**src/rtl/rec_pkg.sv**
```systemverilog
`default_nettype none
// ============================================================================
// Module : rec_pkg
// Desc   : Shared sizing and FSM state encoding for the note recorder.
// Rev    : 1.0 - initial release
// ============================================================================
package rec_pkg;

    localparam int NOTE_WIDTH = 6;
    localparam int LEN_WIDTH  = 10;
    localparam int DATA_WIDTH = NOTE_WIDTH + LEN_WIDTH;
    localparam int MAX_WORDS  = 1024;

    localparam int c_STATE_W = 3;

    localparam logic [c_STATE_W-1:0] c_ST_IDLE  = 3'd0;
    localparam logic [c_STATE_W-1:0] c_ST_REC   = 3'd1;
    localparam logic [c_STATE_W-1:0] c_ST_FLUSH = 3'd2;
    localparam logic [c_STATE_W-1:0] c_ST_SAVE  = 3'd3;
    localparam logic [c_STATE_W-1:0] c_ST_DROP  = 3'd4;

endpackage
`default_nettype wire

```
**src/rtl/rec_run_encoder.sv**
```systemverilog
`default_nettype none
// ============================================================================
// Module : rec_run_encoder
// Desc   : Tracks the current note and its run length; flags when a
//          {note, length} word must be emitted.
// Rev    : 1.0 - initial release
// ============================================================================
module rec_run_encoder
    import rec_pkg::*;
#(
    parameter int NOTE_WIDTH = rec_pkg::NOTE_WIDTH,
    parameter int LEN_WIDTH  = rec_pkg::LEN_WIDTH
) (
    input  logic                            clk,
    input  logic                            rst,
    input  logic                            i_load,
    input  logic                            i_sample,
    input  logic                            i_flush,
    input  logic [NOTE_WIDTH-1:0]           i_key,
    output logic                            o_emit,
    output logic [NOTE_WIDTH+LEN_WIDTH-1:0] o_word,
    output logic                            o_run_active
);

    localparam logic [LEN_WIDTH-1:0] c_LEN_MAX = '1;

    logic [NOTE_WIDTH-1:0] r_cur_note;
    logic [LEN_WIDTH-1:0]  r_run_len;
    logic                  w_extend;

    // A saturated run is closed even if the key is unchanged.
    assign w_extend     = (i_key == r_cur_note) && (r_run_len != c_LEN_MAX);
    assign o_run_active = (r_run_len != '0);
    assign o_word       = {r_cur_note, r_run_len};
    assign o_emit       = o_run_active && ((i_sample && !w_extend) || i_flush);

    always_ff @(posedge clk) begin
        if (rst) begin
            r_cur_note <= '0;
            r_run_len  <= '0;
        end else if (i_load) begin
            r_cur_note <= i_key;
            r_run_len  <= '0;
        end else if (i_sample) begin
            if (w_extend) begin
                r_run_len <= r_run_len + 1'b1;
            end else begin
                r_cur_note <= i_key;
                r_run_len  <= {{(LEN_WIDTH-1){1'b0}}, 1'b1};
            end
        end else if (i_flush) begin
            r_run_len <= '0;
        end
    end

endmodule
`default_nettype wire

```
**src/rtl/note_recorder.sv**
```systemverilog
`default_nettype none
// ============================================================================
// Module : note_recorder
// Desc   : Records keyboard notes as run-length words and drives the memory
//          block's write / save / discard strobes.
// Rev    : 1.0 - initial release
// ============================================================================
module note_recorder
    import rec_pkg::*;
#(
    parameter int NOTE_WIDTH = rec_pkg::NOTE_WIDTH,
    parameter int LEN_WIDTH  = rec_pkg::LEN_WIDTH,
    parameter int DATA_WIDTH = rec_pkg::DATA_WIDTH,
    parameter int MAX_WORDS  = rec_pkg::MAX_WORDS
) (
    input  logic                         clk,
    input  logic                         rst,
    input  logic                         tick,
    input  logic [NOTE_WIDTH-1:0]        key_in,
    input  logic                         rec_start,
    input  logic                         rec_stop,
    input  logic                         rec_cancel,
    output logic                         write_en,
    output logic [DATA_WIDTH-1:0]        data_out,
    output logic                         save,
    output logic                         discard,
    output logic                         busy,
    output logic [$clog2(MAX_WORDS):0]   word_count
);

    localparam int                c_WC_W    = $clog2(MAX_WORDS) + 1;
    localparam logic [c_WC_W-1:0] c_WC_FULL = c_WC_W'(MAX_WORDS);

    logic [c_STATE_W-1:0]         r_state;
    logic                         w_load;
    logic                         w_full;
    logic                         w_sample;
    logic                         w_flush;
    logic                         w_emit;
    logic                         w_run_active;
    logic [DATA_WIDTH-1:0]        w_word;

    // Priority: cancel > auto-commit > stop > tick.
    assign w_load   = (r_state == c_ST_IDLE) && rec_start;
    assign w_full   = (word_count == c_WC_FULL);
    assign w_sample = (r_state == c_ST_REC) && tick && !rec_cancel && !w_full && !rec_stop;
    assign w_flush  = (r_state == c_ST_FLUSH) && !rec_cancel;

    rec_run_encoder #(
        .NOTE_WIDTH (NOTE_WIDTH),
        .LEN_WIDTH  (LEN_WIDTH)
    ) u_run_encoder (
        .clk          (clk),
        .rst          (rst),
        .i_load       (w_load),
        .i_sample     (w_sample),
        .i_flush      (w_flush),
        .i_key        (key_in),
        .o_emit       (w_emit),
        .o_word       (w_word),
        .o_run_active (w_run_active)
    );

    always_ff @(posedge clk) begin
        if (rst) begin
            r_state    <= c_ST_IDLE;
            write_en   <= 1'b0;
            data_out   <= '0;
            save       <= 1'b0;
            discard    <= 1'b0;
            busy       <= 1'b0;
            word_count <= '0;
        end else begin
            write_en <= 1'b0;
            save     <= 1'b0;
            discard  <= 1'b0;

            if (w_emit) begin
                write_en   <= 1'b1;
                data_out   <= w_word;
                word_count <= word_count + 1'b1;
            end

            case (r_state)
                c_ST_IDLE: begin
                    if (rec_start) begin
                        r_state    <= c_ST_REC;
                        busy       <= 1'b1;
                        word_count <= '0;
                    end
                end
                c_ST_REC: begin
                    if (rec_cancel) begin
                        r_state <= c_ST_DROP;
                        discard <= 1'b1;
                    end else if (w_full) begin
                        r_state <= c_ST_SAVE;
                        save    <= 1'b1;
                    end else if (rec_stop) begin
                        r_state <= c_ST_FLUSH;
                    end
                end
                c_ST_FLUSH: begin
                    // The final word goes out first; commit/abandon follows next cycle.
                    if (rec_cancel) begin
                        r_state <= c_ST_DROP;
                        discard <= 1'b1;
                    end else if (!w_run_active) begin
                        if (word_count == '0) begin
                            r_state <= c_ST_DROP;
                            discard <= 1'b1;
                        end else begin
                            r_state <= c_ST_SAVE;
                            save    <= 1'b1;
                        end
                    end
                end
                c_ST_SAVE, c_ST_DROP: begin
                    r_state <= c_ST_IDLE;
                    busy    <= 1'b0;
                end
                default: begin
                    r_state <= c_ST_IDLE;
                    busy    <= 1'b0;
                end
            endcase
        end
    end

endmodule
`default_nettype wire

```
**config.mk**
```make
export PLATFORM = sky130hd
export DESIGN_NAME = note_recorder
export DESIGN_NICKNAME = d
export VERILOG_FILES = /design/src/rtl/rec_pkg.sv /design/src/rtl/rec_run_encoder.sv /design/src/rtl/note_recorder.sv
export SDC_FILE = /design/constraint.sdc
export NUM_CORES = 1
export LEC_CHECK = 0
export ABC_AREA = 1
export BUFFER_PORTS_ARGS = -buffer_cell sky130_fd_sc_hd__buf_4
export CORE_ASPECT_RATIO = 1.25
export CORE_MARGIN = 1
export CORE_UTILIZATION = 50
export DETAILED_ROUTE_END_ITERATION = 8
export MAX_ROUTING_LAYER = met4
export PLACE_DENSITY = 0.83
export SETUP_SLACK_MARGIN = 0.15
export SYNTH_ARGS = -nofsm -noshare
export SYNTH_HDL_FRONTEND = slang
export SYNTH_SLANG_ARGS = --single-unit
```
**constraint.sdc**
```tcl
create_clock -name clk -period 2.3 [get_ports clk]
set_clock_uncertainty 0.1 [all_clocks]
set_input_delay 0.115 -clock clk [delete_from_list [all_inputs] [get_ports clk]]
set_output_delay 0.115 -clock clk [all_outputs]
set_load 0.05 [all_outputs]
```
# After elaboration in Yosys (flattened, before gate mapping)
# Cells that the tools add are included.
[totals]
mem_bits_rw = 0
latchBits = 0
romBits = 0
out_inout_bits = 31
memories = 0
regBits = 50
input_bits = 12
elab_cells = 76
[op_classes]
mul = 0
order_cmp = 0
div = 0
bitwise_logic = 1
reduce_logical = 24
eq_ne = 9
mux = 31
shifts = 0
n_addsub = 2
[op_table]
columns = ["operator", "n"]
rows = [
  ["two-way mux 11 bit", 3],
  ["two-way mux 10 bit", 3],
  ["two-way mux 3 bit", 7],
  ["two-way mux 6 bit", 3],
  ["adder 11 x 1 -> 11 bit, second input constant", 1],
  ["== test 11 bit, second input constant", 1],
  ["logical NOT 11 bit", 1],
  ["two-way mux 1 bit", 11],
  ["adder 10 x 1 -> 10 bit, second input constant", 1],
  ["!= test 10 bit, second input constant", 1],
  ["nonzero test 10 bit", 1],
  ["logical AND 1 bit", 9],
  ["one-hot mux 3 bit (3 select lines)", 1],
  ["== test 6 bit", 1],
  ["one-hot mux 1 bit (2 select lines)", 3],
  ["logical NOT 1 bit", 4],
  ["!= test 4 bit, second input constant", 1],
  ["AND reduction 2 bit", 2],
  ["nonzero test 2 bit", 2],
  ["OR reduction 2 bit", 2],
  ["== test 3 x 1 -> 1 bit, second input constant", 1],
  ["== test 3 x 2 -> 1 bit, second input constant", 1],
  ["logical NOT 3 bit", 1],
  ["!= test 3 bit, second input constant", 1],
  ["other kinds (5)", 5],
]

# Logic depth before layout (Yosys ltp)
# Gate-level depths: netlist (run 1).
[logic_depth]
word_depth = 11
depth_mapped = 13

# Hierarchy
# From an unflattened synthesis (run 1), not the netlist that was laid out.
[hier_totals]
cells_unflattened = 359
area_unflattened_um2 = 2461.1
[modules_own_cells]
columns = ["module", "area_per_inst_um2", "cells_per_inst", "instances"]
rows = [
  ["note_recorder", 1448.9, 196, 1],
  ["rec_run_encoder", 1012.2, 163, 1],
]

# Worst setup path after synthesis (run 1)
# No wires, ideal clock.
[synth_timing]
path_type = "register to register"
start = "reg word_count[0]"
end = "reg data_out[10]"
setup_time_ps = 142
t_arrival_ps = 1892
stages_incl_launch_ff = 14
slack_ps = 166
required_time_ps = 2058
path_cell_list = "dfxtp_1 -> inv_1 -> ha_1 -> nand2_1 -> nor2_2 -> nand2_2 -> nand2_4 -> nor2_4 -> nand2_4 -> nand2_8 -> nand2_8 -> buf_12 -> nand2_2 -> a21oi_2"
[synth_via]
elab_chain_cells = 7
[synth_rtl]
columns = ["item", "line", "source"]
rows = [
  ["start, declared", "note_recorder.sv:28", "output logic [$clog2(MAX_WORDS):0] word_count"],
  ["start signal, assigned", "note_recorder.sv:81", "word_count <= word_count + 1'b1;"],
  ["== test 11 bit", "note_recorder.sv:45", "assign w_full = (word_count == c_WC_FULL);"],
  ["logical NOT 1 bit", "note_recorder.sv:46", "assign w_sample = (r_state == c_ST_REC) && tick && !rec_cancel && !w_full && !rec_stop;"],
  ["logical AND 1 bit (2 in series)", "note_recorder.sv:46", ""],
  ["logical AND 1 bit", "rec_run_encoder.sv:35", "assign o_emit = o_run_active && ((i_sample && !w_extend) || i_flush);"],
  ["logical OR 1 bit", "rec_run_encoder.sv:35", ""],
  ["logical AND 1 bit", "rec_run_encoder.sv:35", ""],
  ["end signal, assigned", "note_recorder.sv:80", "data_out <= w_word;"],
  ["end, declared", "note_recorder.sv:24", "output logic [DATA_WIDTH-1:0] data_out,"],
]
# Every way passes these cells.
# A chain may end at the register's enable or synchronous reset.

# Worst setup path after layout (run 1)
[layout_timing]
start = "reg word_count[0]"
end = "reg u_run_encoder.r_cur_note[1]"
[layout_via]
elab_chain_cells = 6
[layout_rtl]
columns = ["item", "line", "source"]
rows = [
  ["== test 11 bit", "note_recorder.sv:45", ""],
  ["logical NOT 1 bit", "note_recorder.sv:46", ""],
  ["logical AND 1 bit (2 in series)", "note_recorder.sv:46", ""],
  ["nonzero test 2 bit (no source line)", "--", ""],
  ["AND reduction 2 bit (no source line)", "--", ""],
  ["end signal, assigned", "rec_run_encoder.sv:42", "r_cur_note <= i_key;"],
  ["end signal, assigned", "rec_run_encoder.sv:48", "r_cur_note <= i_key;"],
  ["end, declared", "rec_run_encoder.sv:27", "logic [NOTE_WIDTH-1:0] r_cur_note;"],
]
# Every way passes these cells.

==> results.sh, run 1 <==
export IMPL_status="finished clean"
export IMPL_hold_viol=0
export IMPL_cts_root_buffer="clkbuf_8"
export IMPL_placed_area_um2=2960
export IMPL_die_x_um=66.9
export IMPL_drv_cap=0
export IMPL_finalWorstSetupSlack_ns=0.322
export IMPL_cts_tree="yes"
export IMPL_clockBufferDepth=2
export IMPL_io_buffers=42
export IMPL_yosysUniqueCellTypes=27
export IMPL_grt_pass1_wl_um=9880
export IMPL_nNetsFinal=441
export IMPL_cts_buffers=5
export IMPL_fmaxAchievable_ghz=0.506
export IMPL_synth_seq_cells=50
export IMPL_antenna_found_initial=0
export IMPL_gp_congestion=0.920
export IMPL_syn_num_nets=392
export IMPL_cp_max_fo=12
export IMPL_min_path_type="primary input to flip-flop"
export IMPL_dp_slack_ns=0.321
export IMPL_path_class="flip-flop to flip-flop"
export IMPL_synth_edf_count=0
export IMPL_rsz0062_at_grt="true"
export IMPL_start_util=0.517
export IMPL_worstPathRequired_ns=2.44
export IMPL_stdcell_area_um2=3140
export IMPL_worstPathCellList="inv_1 -> ha_1 -> nand2_1 -> nor2_2 -> nand2_2 -> nand2_4 -> nor2_4 -> nand2_4 -> nand2_1 -> o21ai_0 -> a21oi_1"
export IMPL_core_region_area_um2=5080
export IMPL_start_kind="flip-flop"
export IMPL_viasPerCell=5.23
export IMPL_ios=43
export IMPL_vdd_drop_max_v=0.000324
export IMPL_clk_pin_slew_ns=0.09
export IMPL_dp_cells=473
export IMPL_drtAntennaViolNets=0
export IMPL_tightest_slew_ns=0.451
export IMPL_drt_total_wl_um=5950
export IMPL_nFillCells=479
export IMPL_leakage_uw=0.00133
export IMPL_yosysWarnings=0
export IMPL_clkLatencyLatePin_ns=0.31
export IMPL_grt_util_all_layers=0.234
export IMPL_layout_drive_gt1_share=0.202
export IMPL_worst_path_max_delay_cell="dfxtp_1"
export IMPL_areaGrowthSynthToFinish_pct=19.4
export IMPL_post_drt_wl_per_cell_um=12.2
export IMPL_synth_seq_area_share=0.381
export IMPL_power_density_nw_per_um2=532
export IMPL_multi_input_area_um2=1360
export IMPL_async_reset_ff_frac=0
export IMPL_synth_ff_type="dfxtp_1"
export IMPL_clock_sinks=50
export IMPL_htreeDepth=2
export IMPL_antenna_cells=0
export IMPL_via_count=2554
export IMPL_placementRows=29
export IMPL_synthCells=376
export IMPL_drc=0
export IMPL_die_h_um=83.1
export IMPL_hpwl_um=4150
export IMPL_instances_no_fill=488
export IMPL_seqCellArea_um2=1000
export IMPL_grt_pass1_vias=2298
export IMPL_worstSetupEndpointType="flip-flop"
export IMPL_drt_iter0_markers=204
export IMPL_syn_area_per_cell_um2=6.99
export IMPL_setup_viol_count_final=0
export IMPL_grt_remaining_overflow=0
export IMPL_slew_violations=0
export IMPL_slew_headroom=0.697
export IMPL_setup_tns_ns=0
export IMPL_critical_path_max_stage_delay_ns=0.42
export IMPL_period_needed_ns=1.98
export IMPL_first_pass_iters=5
export IMPL_arrival_ns=2.11
export IMPL_grt_max_degree=38
export IMPL_syn_cell_area_um2=2630
export IMPL_dieArea_um2=5550
export IMPL_period_share=0.860
export IMPL_post_cts_buffers=0
power breakdown:
part | internal [uW] | leakage (uW) | switching (uW) | total [uW]
clock network | 242 | 0.0000472 | 296 | 538
registers | 891 | 0.000405 | 21.3 | 912
logic | 73.1 | 0.000874 | 146 | 219
total | 1210 | 0.00133 | 463 | 1670
flip-flops by register name, summed over array words and instances, names as in the netlist:
register and flops:
u_run_encoder.r_run_len 10, u_run_encoder.r_cur_note 6, discard 1, save 1, r_state 3, data_out 16, busy 1, word_count 11
write_en 1
final timing paths:
check	slack (ns)	startpoint	cells past startpoint	end
setup / recovery	0.32	word_count[0]$_SDFF_PP0_	11	u_run_encoder.r_cur_note[1]$_SDFFE_PP0P_
hold / removal	0.05	rst	2	data_out[10]$_SDFFE_PP0P_
hold reg to reg	0.37	busy$_SDFFE_PP0P_	2	busy$_SDFFE_PP0P_
setup reg to reg	0.32	word_count[0]$_SDFF_PP0_	11	u_run_encoder.r_cur_note[1]$_SDFFE_PP0P_
metal layers:
layer,up-vias,GRT usage,wire (um)
li1,1295,-,-
met1,1191,0.270,2520
met2,58,0.393,3090
met3,10,0.0453,240
met4,0,0.0832,99
met5,-,-,0
layout make-up:
| cell class | instances | share of cell area |
|---|---|---|
| multi-input combinational | 261 | 0.432 |
| sequential | 50 | 0.319 |
| timing repair buffer | 51 | 0.127 |
| inverter | 56 | 0.0670 |
| clock buffer | 6 | 0.0263 |
| tap | 62 | 0.0247 |
| clock inverter | 2 | 0.00399 |
cells in the final DEF, fill, tap and decap left out, drive strengths merged, types with 2 or more instances in the layout:
cell type    count
o21ai           16
dfxtp           50
xor2             4
clkbuf           6
nor2            33
nand3           39
dlygate4sd3      6
a21oi           48
nand3b           2
inv             56
buf             45
nand4            6
ha               4
nand2          104
nor3             4
critical path, delay by kind of cell, from the launching register on:
family	cells	cell delay (ns)
AND/OR/NAND/NOR	7	0.81
flip-flops	1	0.42
AO/OA/AOI/OAI	2	0.26
adder cells (fa/ha/maj)	1	0.22
buffers and inverters	1	0.08
through the flow:
stage,utilization,hold WS (ns),total power (uW)
finish,0.618,0.0504,1670
global route,0.618,0.0536,1750
CTS,0.614,0.0416,1680
detailed placement,0.583,0.279,1140
global placement,0.583,0.273,1130
floorplan,-,0.162,1080
synthesized netlist by cell type (4+ instances only):
| cell | instances | area share |
|---|---|---|
| nand2_1 | 89 | 0.13 |
| inv_1 | 55 | 0.079 |
| dfxtp_1 | 50 | 0.38 |
| a21oi_1 | 39 | 0.074 |
| nand3_1 | 38 | 0.072 |
| nor2_1 | 28 | 0.040 |
| o21ai_0 | 16 | 0.030 |
| nand2_2 | 10 | 0.024 |
| a21oi_2 | 9 | 0.030 |
| clkbuf_1 | 5 | 0.0071 |
| nand4_1 | 5 | 0.012 |
| ha_1 | 4 | 0.019 |
| nor2_2 | 4 | 0.0095 |
| xor2_1 | 4 | 0.013 |
logic make-up (layout without fill, tap and decap cells):
group / count (synthesis) / in the layout / share of synthesized area
compound gates: 65 / 65 / 0.138
xor+xnor: 4 / 4 / 0.0133
fa+ha+maj: 4 / 4 / 0.0190
buf+inv: 66 / 115 / 0.110
flops: 50 / 50 / 0.381
simple gates: 187 / 188 / 0.339
what timing repair did:
| action | 4_1_cts | 5_1_grt |
|---|---|---|
| hold buffers | 6 | 0 |
| setup endpoints to repair | 0 | 2 |
| hold endpoints to repair | 6 | 0 |
| resized for setup | 0 | 1 |
Power figures use the tool's default switching activity.
==> inputs of run 2 (changes only) <==
==> constraint.sdc (replaced) <==
create_clock -name clk -period 2.27 [get_ports clk]
set_clock_uncertainty 0.1 [all_clocks]
set_input_delay 0.1135 -clock clk [delete_from_list [all_inputs] [get_ports clk]]
set_output_delay 0.1135 -clock clk [all_outputs]
set_load 0.05 [all_outputs]
==> results.sh, run 2 (synthesized netlist as in run 1, its figures left out) <==
export IMPL_clockBufferDepth=2
export IMPL_grt_pass1_vias=2282
export IMPL_core_region_area_um2=5080
export IMPL_grt_pass1_wl_um=9770
export IMPL_worstPathRequired_ns=2.41
export IMPL_reg2reg_setup_slack_ns=0.31
export IMPL_setup_viol_count_final=0
export IMPL_drt_total_wl_um=5820
export IMPL_post_cts_buffers=0
export IMPL_drc=0
export IMPL_stdcell_area_um2=3140
export IMPL_holdPathStages=4
export IMPL_antenna_found_initial=0
export IMPL_start_kind="flip-flop"
export IMPL_wl_met3_um=269
export IMPL_worstSetupEndpointType="flip-flop"
export IMPL_dp_slack_ns=0.293
export IMPL_tightest_slew_ns=0.413
export IMPL_largest_reg_flops=16
export IMPL_worstReg2RegEnd="u_run_encoder.r_cur_note[1]$_SDFFE_PP0P_"
export IMPL_drtAntennaViolNets=0
export IMPL_rsz0062_at_grt="true"
export IMPL_finalWorstSetupSlack_ns=0.314
export IMPL_clock_sinks=50
export IMPL_arrival_ns=2.10
export IMPL_nFillCells=473
export IMPL_grt_util_all_layers=0.232
export IMPL_placementRows=29
export IMPL_regMostFlops="data_out"
export IMPL_r2r_cells=11
export IMPL_power_density_nw_per_um2=538
export IMPL_slew_headroom=0.725
export IMPL_fmaxAchievable_ghz=0.511
export IMPL_grt_remaining_overflow=0
export IMPL_io_buffers=42
export IMPL_finalPower_uw=1690
export IMPL_die_h_um=83.1
export IMPL_leakage_uw=0.00133
export IMPL_slew_violations=0
export IMPL_areaGrowthSynthToFinish_pct=19.4
export IMPL_layout_drive_gt1_share=0.204
export IMPL_layout_common_cells="nand2_1 (89), inv_1 (55), dfxtp_1 (49)"
export IMPL_path_class="flip-flop to flip-flop"
export IMPL_htreeDepth=2
export IMPL_clk_pin_slew_ns=0.09
export IMPL_cts_tree="yes"
export IMPL_wl_met2_um=2840
export IMPL_hold_viol=0
export IMPL_drv_cap=0
export IMPL_placed_area_um2=2970
export IMPL_viasPerCell=5.17
export IMPL_min_from="rec_stop"
export IMPL_hpwl_um=4070
export IMPL_clkLatencyLatePin_ns=0.31
export IMPL_period_share=0.862
export IMPL_layout_top_registers="data_out (16), word_count (11), u_run_encoder.r_run_len (10)"
export IMPL_status="finished clean"
export IMPL_met1_length_um=2580
export IMPL_grt_max_degree=38
export IMPL_gp_congestion=0.904
export IMPL_via_count=2525
export IMPL_topRoutingLayerUsed="met4"
export IMPL_ios=43
export IMPL_min_path_type="primary input to flip-flop"
export IMPL_antenna_cells=0
export IMPL_cts_buffers=5
export IMPL_final_common_cell="nand2_1"
export IMPL_dieArea_um2=5550
export IMPL_setup_tns_ns=0
export IMPL_die_x_um=66.9
export IMPL_nNetsFinal=441
export IMPL_cp_max_fo=12
export IMPL_min_to="u_run_encoder.r_run_len[8]$_SDFFE_PP0P_"
export IMPL_post_drt_wl_per_cell_um=11.9
export IMPL_r2r_start="word_count[1]$_SDFF_PP0_"
export IMPL_vdd_drop_max_v=0.000332
export IMPL_final_core_util=0.618
export IMPL_drt_iter0_markers=174
export IMPL_period_needed_ns=1.96
export IMPL_first_pass_iters=4
export IMPL_cts_root_buffer="clkbuf_8"
export IMPL_start_util=0.517
-- run 2: cell counts in the layout (fill, tap and decap cells not counted) --
No cell type changed its count.
-- run 2: worst max path at each step --
stage,start,to,slack (ns),depth (start not counted)
2_1_floorplan,word_count[1]$_SDFF_PP0_,data_out[10]$_SDFFE_PP0P_,0.19,13
3_3_place_gp,word_count[1]$_SDFF_PP0_,data_out[14]$_SDFFE_PP0P_,0.35,12
3_5_place_dp,word_count[1]$_SDFF_PP0_,data_out[15]$_SDFFE_PP0P_,0.29,12
4_1_cts,u_run_encoder.r_run_len[0]$_SDFFE_PP0P_,r_state[0]$_SDFFE_PP0P_,0.27,10
5_1_grt,word_count[1]$_SDFF_PP0_,u_run_encoder.r_cur_note[1]$_SDFFE_PP0P_,0.15,11
6_report,word_count[1]$_SDFF_PP0_,u_run_encoder.r_cur_note[1]$_SDFFE_PP0P_,0.31,11
-- run 2: per-layer routing --
layer  vias up  global-route usage
met5         -                   -
li1       1302                   -
met3        11              0.0412
met4         0               0.104
met2        74               0.373
met1      1138               0.277
-- run 2: final cells by class --
| cell class | instances | area (um2) | share of cell area |
|---|---|---|---|
| clock buffers | 6 | 82.6 | 0.0263 |
| inverters | 56 | 210 | 0.0670 |
| clock inverters | 2 | 12.5 | 0.00399 |
| repair buffers | 51 | 398 | 0.127 |
| well taps | 62 | 77.6 | 0.0247 |
| multi-input cells | 261 | 1360 | 0.432 |
| flip-flops and latches | 50 | 1000 | 0.319 |
-- run 2: power by group --
group          switching, uW  leakage, uW  internal, uW
registers               21.4     0.000405           903
clock network            296    0.0000472           245
logic                    149     0.000874          74.0
-- run 2: critical path, cell delays in order, from the launching register on --
cell and delay, ns:
dfxtp_1 0.44, inv_1 0.07, ha_1 0.20, nand2_1 0.08
nor2_2 0.05, nand2_2 0.08, nand2_4 0.07, nor2_4 0.14
nand2_4 0.11, nand2_1 0.30, o21ai_0 0.13, a21oi_1 0.12
-- run 2: timing repair --
item / in CTS / in global routing
resized for setup: 0 / 1
hold endpoints to repair: 6 / 0
setup endpoints to repair: 0 / 7
hold buffers: 6 / 0
-- run 2: stage by stage --
step | hold WS (ns) | instances
2_1_floorplan | 0.161 | 376
3_3_place_gp | 0.271 | 473
3_5_place_dp | 0.282 | 473
4_1_cts | 0.0449 | 487
5_1_grt | 0.0581 | 488
6_report | 0.0541 | 488
==> inputs of run 3 (changes only) <==
--- a/config.mk
+++ b/config.mk
@@ -14,6 +14,8 @@
 export MAX_ROUTING_LAYER = met4
 export PLACE_DENSITY = 0.83
 export SETUP_SLACK_MARGIN = 0.15
+export SKIP_LAST_GASP = 1
 export SYNTH_ARGS = -nofsm -noshare
 export SYNTH_HDL_FRONTEND = slang
+export SYNTH_HIERARCHICAL = 1
 export SYNTH_SLANG_ARGS = --single-unit
==> results.sh, run 3 <==
export IMPL_synth_seq_cells=50
export IMPL_drt_iter0_markers=205
export IMPL_cts_buffers=5
export IMPL_dieArea_um2=5210
export IMPL_synth_area_leaders="dfxtp_1 (41%), nor2_1 (12%), nand2_1 (12%)"
export IMPL_core_region_area_um2=4730
export IMPL_critical_path_max_stage_delay_ns=0.37
export IMPL_antenna_found_initial=0
export IMPL_worst_path_max_delay_cell="dfxtp_4"
export IMPL_period_needed_ns=2.12
export IMPL_cp_max_fo=4
export IMPL_setup_viol_count_final=0
export IMPL_yosysMostFrequentCell="nor2_1"
export IMPL_met1_length_um=2460
export IMPL_yosysUniqueCellTypes=29
export IMPL_die_h_um=80.4
export IMPL_fmaxAchievable_ghz=0.471
export IMPL_start_util=0.520
export IMPL_die_x_um=64.8
export IMPL_final_common_cell="nor2_1"
export IMPL_clockBufferDepth=2
export IMPL_stdcell_area_um2=3260
export IMPL_post_drt_wl_per_cell_um=11.9
export IMPL_clock_sinks=50
export IMPL_power_density_nw_per_um2=553
export IMPL_regMostFlops="data_out"
export IMPL_combPwrFrac=0.140
export IMPL_layout_top_registers="data_out (16), word_count (11), u_run_encoder/r_run_len (10)"
export IMPL_ios=43
export IMPL_min_from="rec_stop"
export IMPL_swShare=0.268
export IMPL_grt_max_degree=18
export IMPL_io_buffers=42
export IMPL_arrival_ns=2.23
export IMPL_grt_pass1_vias=2269
export IMPL_synth_top_area_cell="dfxtp_1"
export IMPL_cp_num_buf_inv=0
export IMPL_power_frac_clock=0.345
export IMPL_hpwl_um=4290
export IMPL_slew_violations=0
export IMPL_clk_pin_slew_ns=0.09
export IMPL_r2r_start="r_state[1]$_SDFFE_PP0P_"
export IMPL_final_core_util=0.689
export IMPL_topRoutingLayerUsed="met4"
export IMPL_drc=0
export IMPL_synth_edf_count=0
export IMPL_placed_area_um2=3010
export IMPL_hold_ws_ns=0.0391
export IMPL_synth_ff_type="dfxtp_1"
export IMPL_worstPathCellList="nor2_4 -> nand3b_1 -> nor2_2 -> nand2_2 -> nor2_4 -> nand2_4 -> a21oi_4 -> nand2_4 -> nor2_4 -> nand3_4 -> nor2_4 -> nand2_2 -> xor2_1 -> nor2_1"
export IMPL_wl_met2_um=3020
export IMPL_largest_reg_flops=16
export IMPL_slew_headroom=0.778
export IMPL_syn_cell_area_um2=2460
export IMPL_antenna_cells=0
export IMPL_p_sw_uw=482
export IMPL_status="finished clean"
export IMPL_worstPathRequired_ns=2.38
export IMPL_syn_area_per_cell_um2=6.86
export IMPL_placementRows=28
export IMPL_grt_pass1_wl_um=9590
export IMPL_syn_num_nets=375
export IMPL_path_class="flip-flop to flip-flop"
export IMPL_path_delay_family="simple AND/OR/NAND/NOR gates"
export IMPL_min_path_type="primary input to flip-flop"
export IMPL_layout_common_cells="nor2_1 (78), nand2_1 (75), buf_4 (67)"
export IMPL_p_int_uw=1320
export IMPL_grt_util_all_layers=0.241
export IMPL_tightest_slew_ns=0.331
export IMPL_yosys_area_top_type_share=0.407
export IMPL_via_count=2472
export IMPL_leakage_uw=0.00153
export IMPL_start_kind="flip-flop"
export IMPL_worstSetupEndpointType="flip-flop"
export IMPL_async_reset_ff_frac=0
export IMPL_grt_remaining_overflow=0
export IMPL_layout_drive_gt1_share=0.301
export IMPL_areaGrowthSynthToFinish_pct=32.4
export IMPL_cp_startpoint="r_state[1]$_SDFFE_PP0P_"
export IMPL_rsz0062_at_grt="true"
export IMPL_wl_met3_um=268
export IMPL_synthCells=359
export IMPL_hold_viol=0
export IMPL_nNetsFinal=447
export IMPL_clkLatencyLatePin_ns=0.31
export IMPL_gp_congestion=0.988
export IMPL_first_pass_iters=4
export IMPL_cts_tree="yes"
export IMPL_yosysWarnings=6
export IMPL_vdd_drop_max_v=0.000438
export IMPL_drt_total_wl_um=5870
export IMPL_viasPerCell=5.02
export IMPL_seqPwrFrac=0.514
export IMPL_period_share=0.935
export IMPL_worst_path_most_repeated_cell="nor2_4"
export IMPL_setup_tns_ns=0
export IMPL_drtAntennaViolNets=0
export IMPL_synth_top_cells_by_count="nor2_1 (81), nand2_1 (79), dfxtp_1 (50)"
export IMPL_htreeDepth=2
export IMPL_cts_root_buffer="clkbuf_8"
export IMPL_drv_cap=0
export IMPL_synth_seq_area_share=0.407
[run 3: stage by stage]
step / cells / power [uW] / setup WS, ns
6_report: 492 / 1800 / 0.147
5_1_grt: 492 / 1880 / 0.0177
4_1_cts: 487 / 1810 / 0.153
3_5_place_dp: 473 / 1190 / -0.00181
3_3_place_gp: 473 / 1180 / 0.0826
2_1_floorplan: 359 / 1110 / 0.0495
[run 3: routing by layer]
metal,track usage,vias to the layer above
met1,0.272,1125
met4,0.0956,0
li1,-,1262
met2,0.418,73
met3,0.0440,12
met5,-,-
[run 3: cells by family (layout without fill, tap and decap cells)]
| family | after synthesis | count (layout) | share of synthesized area |
|---|---|---|---|
| buf+inv | 47 | 120 | 0.0737 |
| compound gates | 45 | 45 | 0.0925 |
| xor+xnor | 7 | 7 | 0.0249 |
| flops | 50 | 50 | 0.407 |
| simple gates | 206 | 206 | 0.382 |
| fa+ha+maj | 4 | 4 | 0.0203 |
[run 3: power groups by stage]
stage | sequential (uW) | combinational (uW) | clock [uW]
floorplan | 959 | 154 | 0
global placement | 944 | 239 | 0
detailed placement | 947 | 242 | 0
CTS | 926 | 246 | 640
global route | 930 | 281 | 671
finish | 926 | 253 | 622
[run 3: worst paths after layout]
| path | to | slack, ns | cells past startpoint |
|---|---|---|---|
| min | r_state[0]$_SDFFE_PP0P_ | 0.04 | 4 |
| max reg2reg | word_count[10]$_SDFF_PP0_ | 0.15 | 14 |
| min reg2reg | data_out[13]$_SDFFE_PP0P_ | 0.40 | 2 |
| max | word_count[10]$_SDFF_PP0_ | 0.15 | 14 |
[run 3: layout make-up]
type / count / area (um2)
Multi-Input combinational cell: 262 / 1350
Timing Repair Buffer: 69 / 533
Sequential cell: 50 / 1030
Clock inverter: 3 / 40.0
Inverter: 43 / 164
Clock buffer: 5 / 68.8
Tap cell: 60 / 75.1
Fill cell: 393 / 1470
[run 3: what timing repair did]
action                     CTS  global route
buffers inserted             5             5
setup endpoints to repair   23            25
resized for setup            6            15
hold buffers                 1             0
hold endpoints to repair     6             0
pin swaps                    4            12
[run 3: tightest hold or removal path, stage by stage]
cell     delay (ns)
buf_4          0.08
nor2_2         0.04
nand2_2        0.08
a21oi_1        0.08
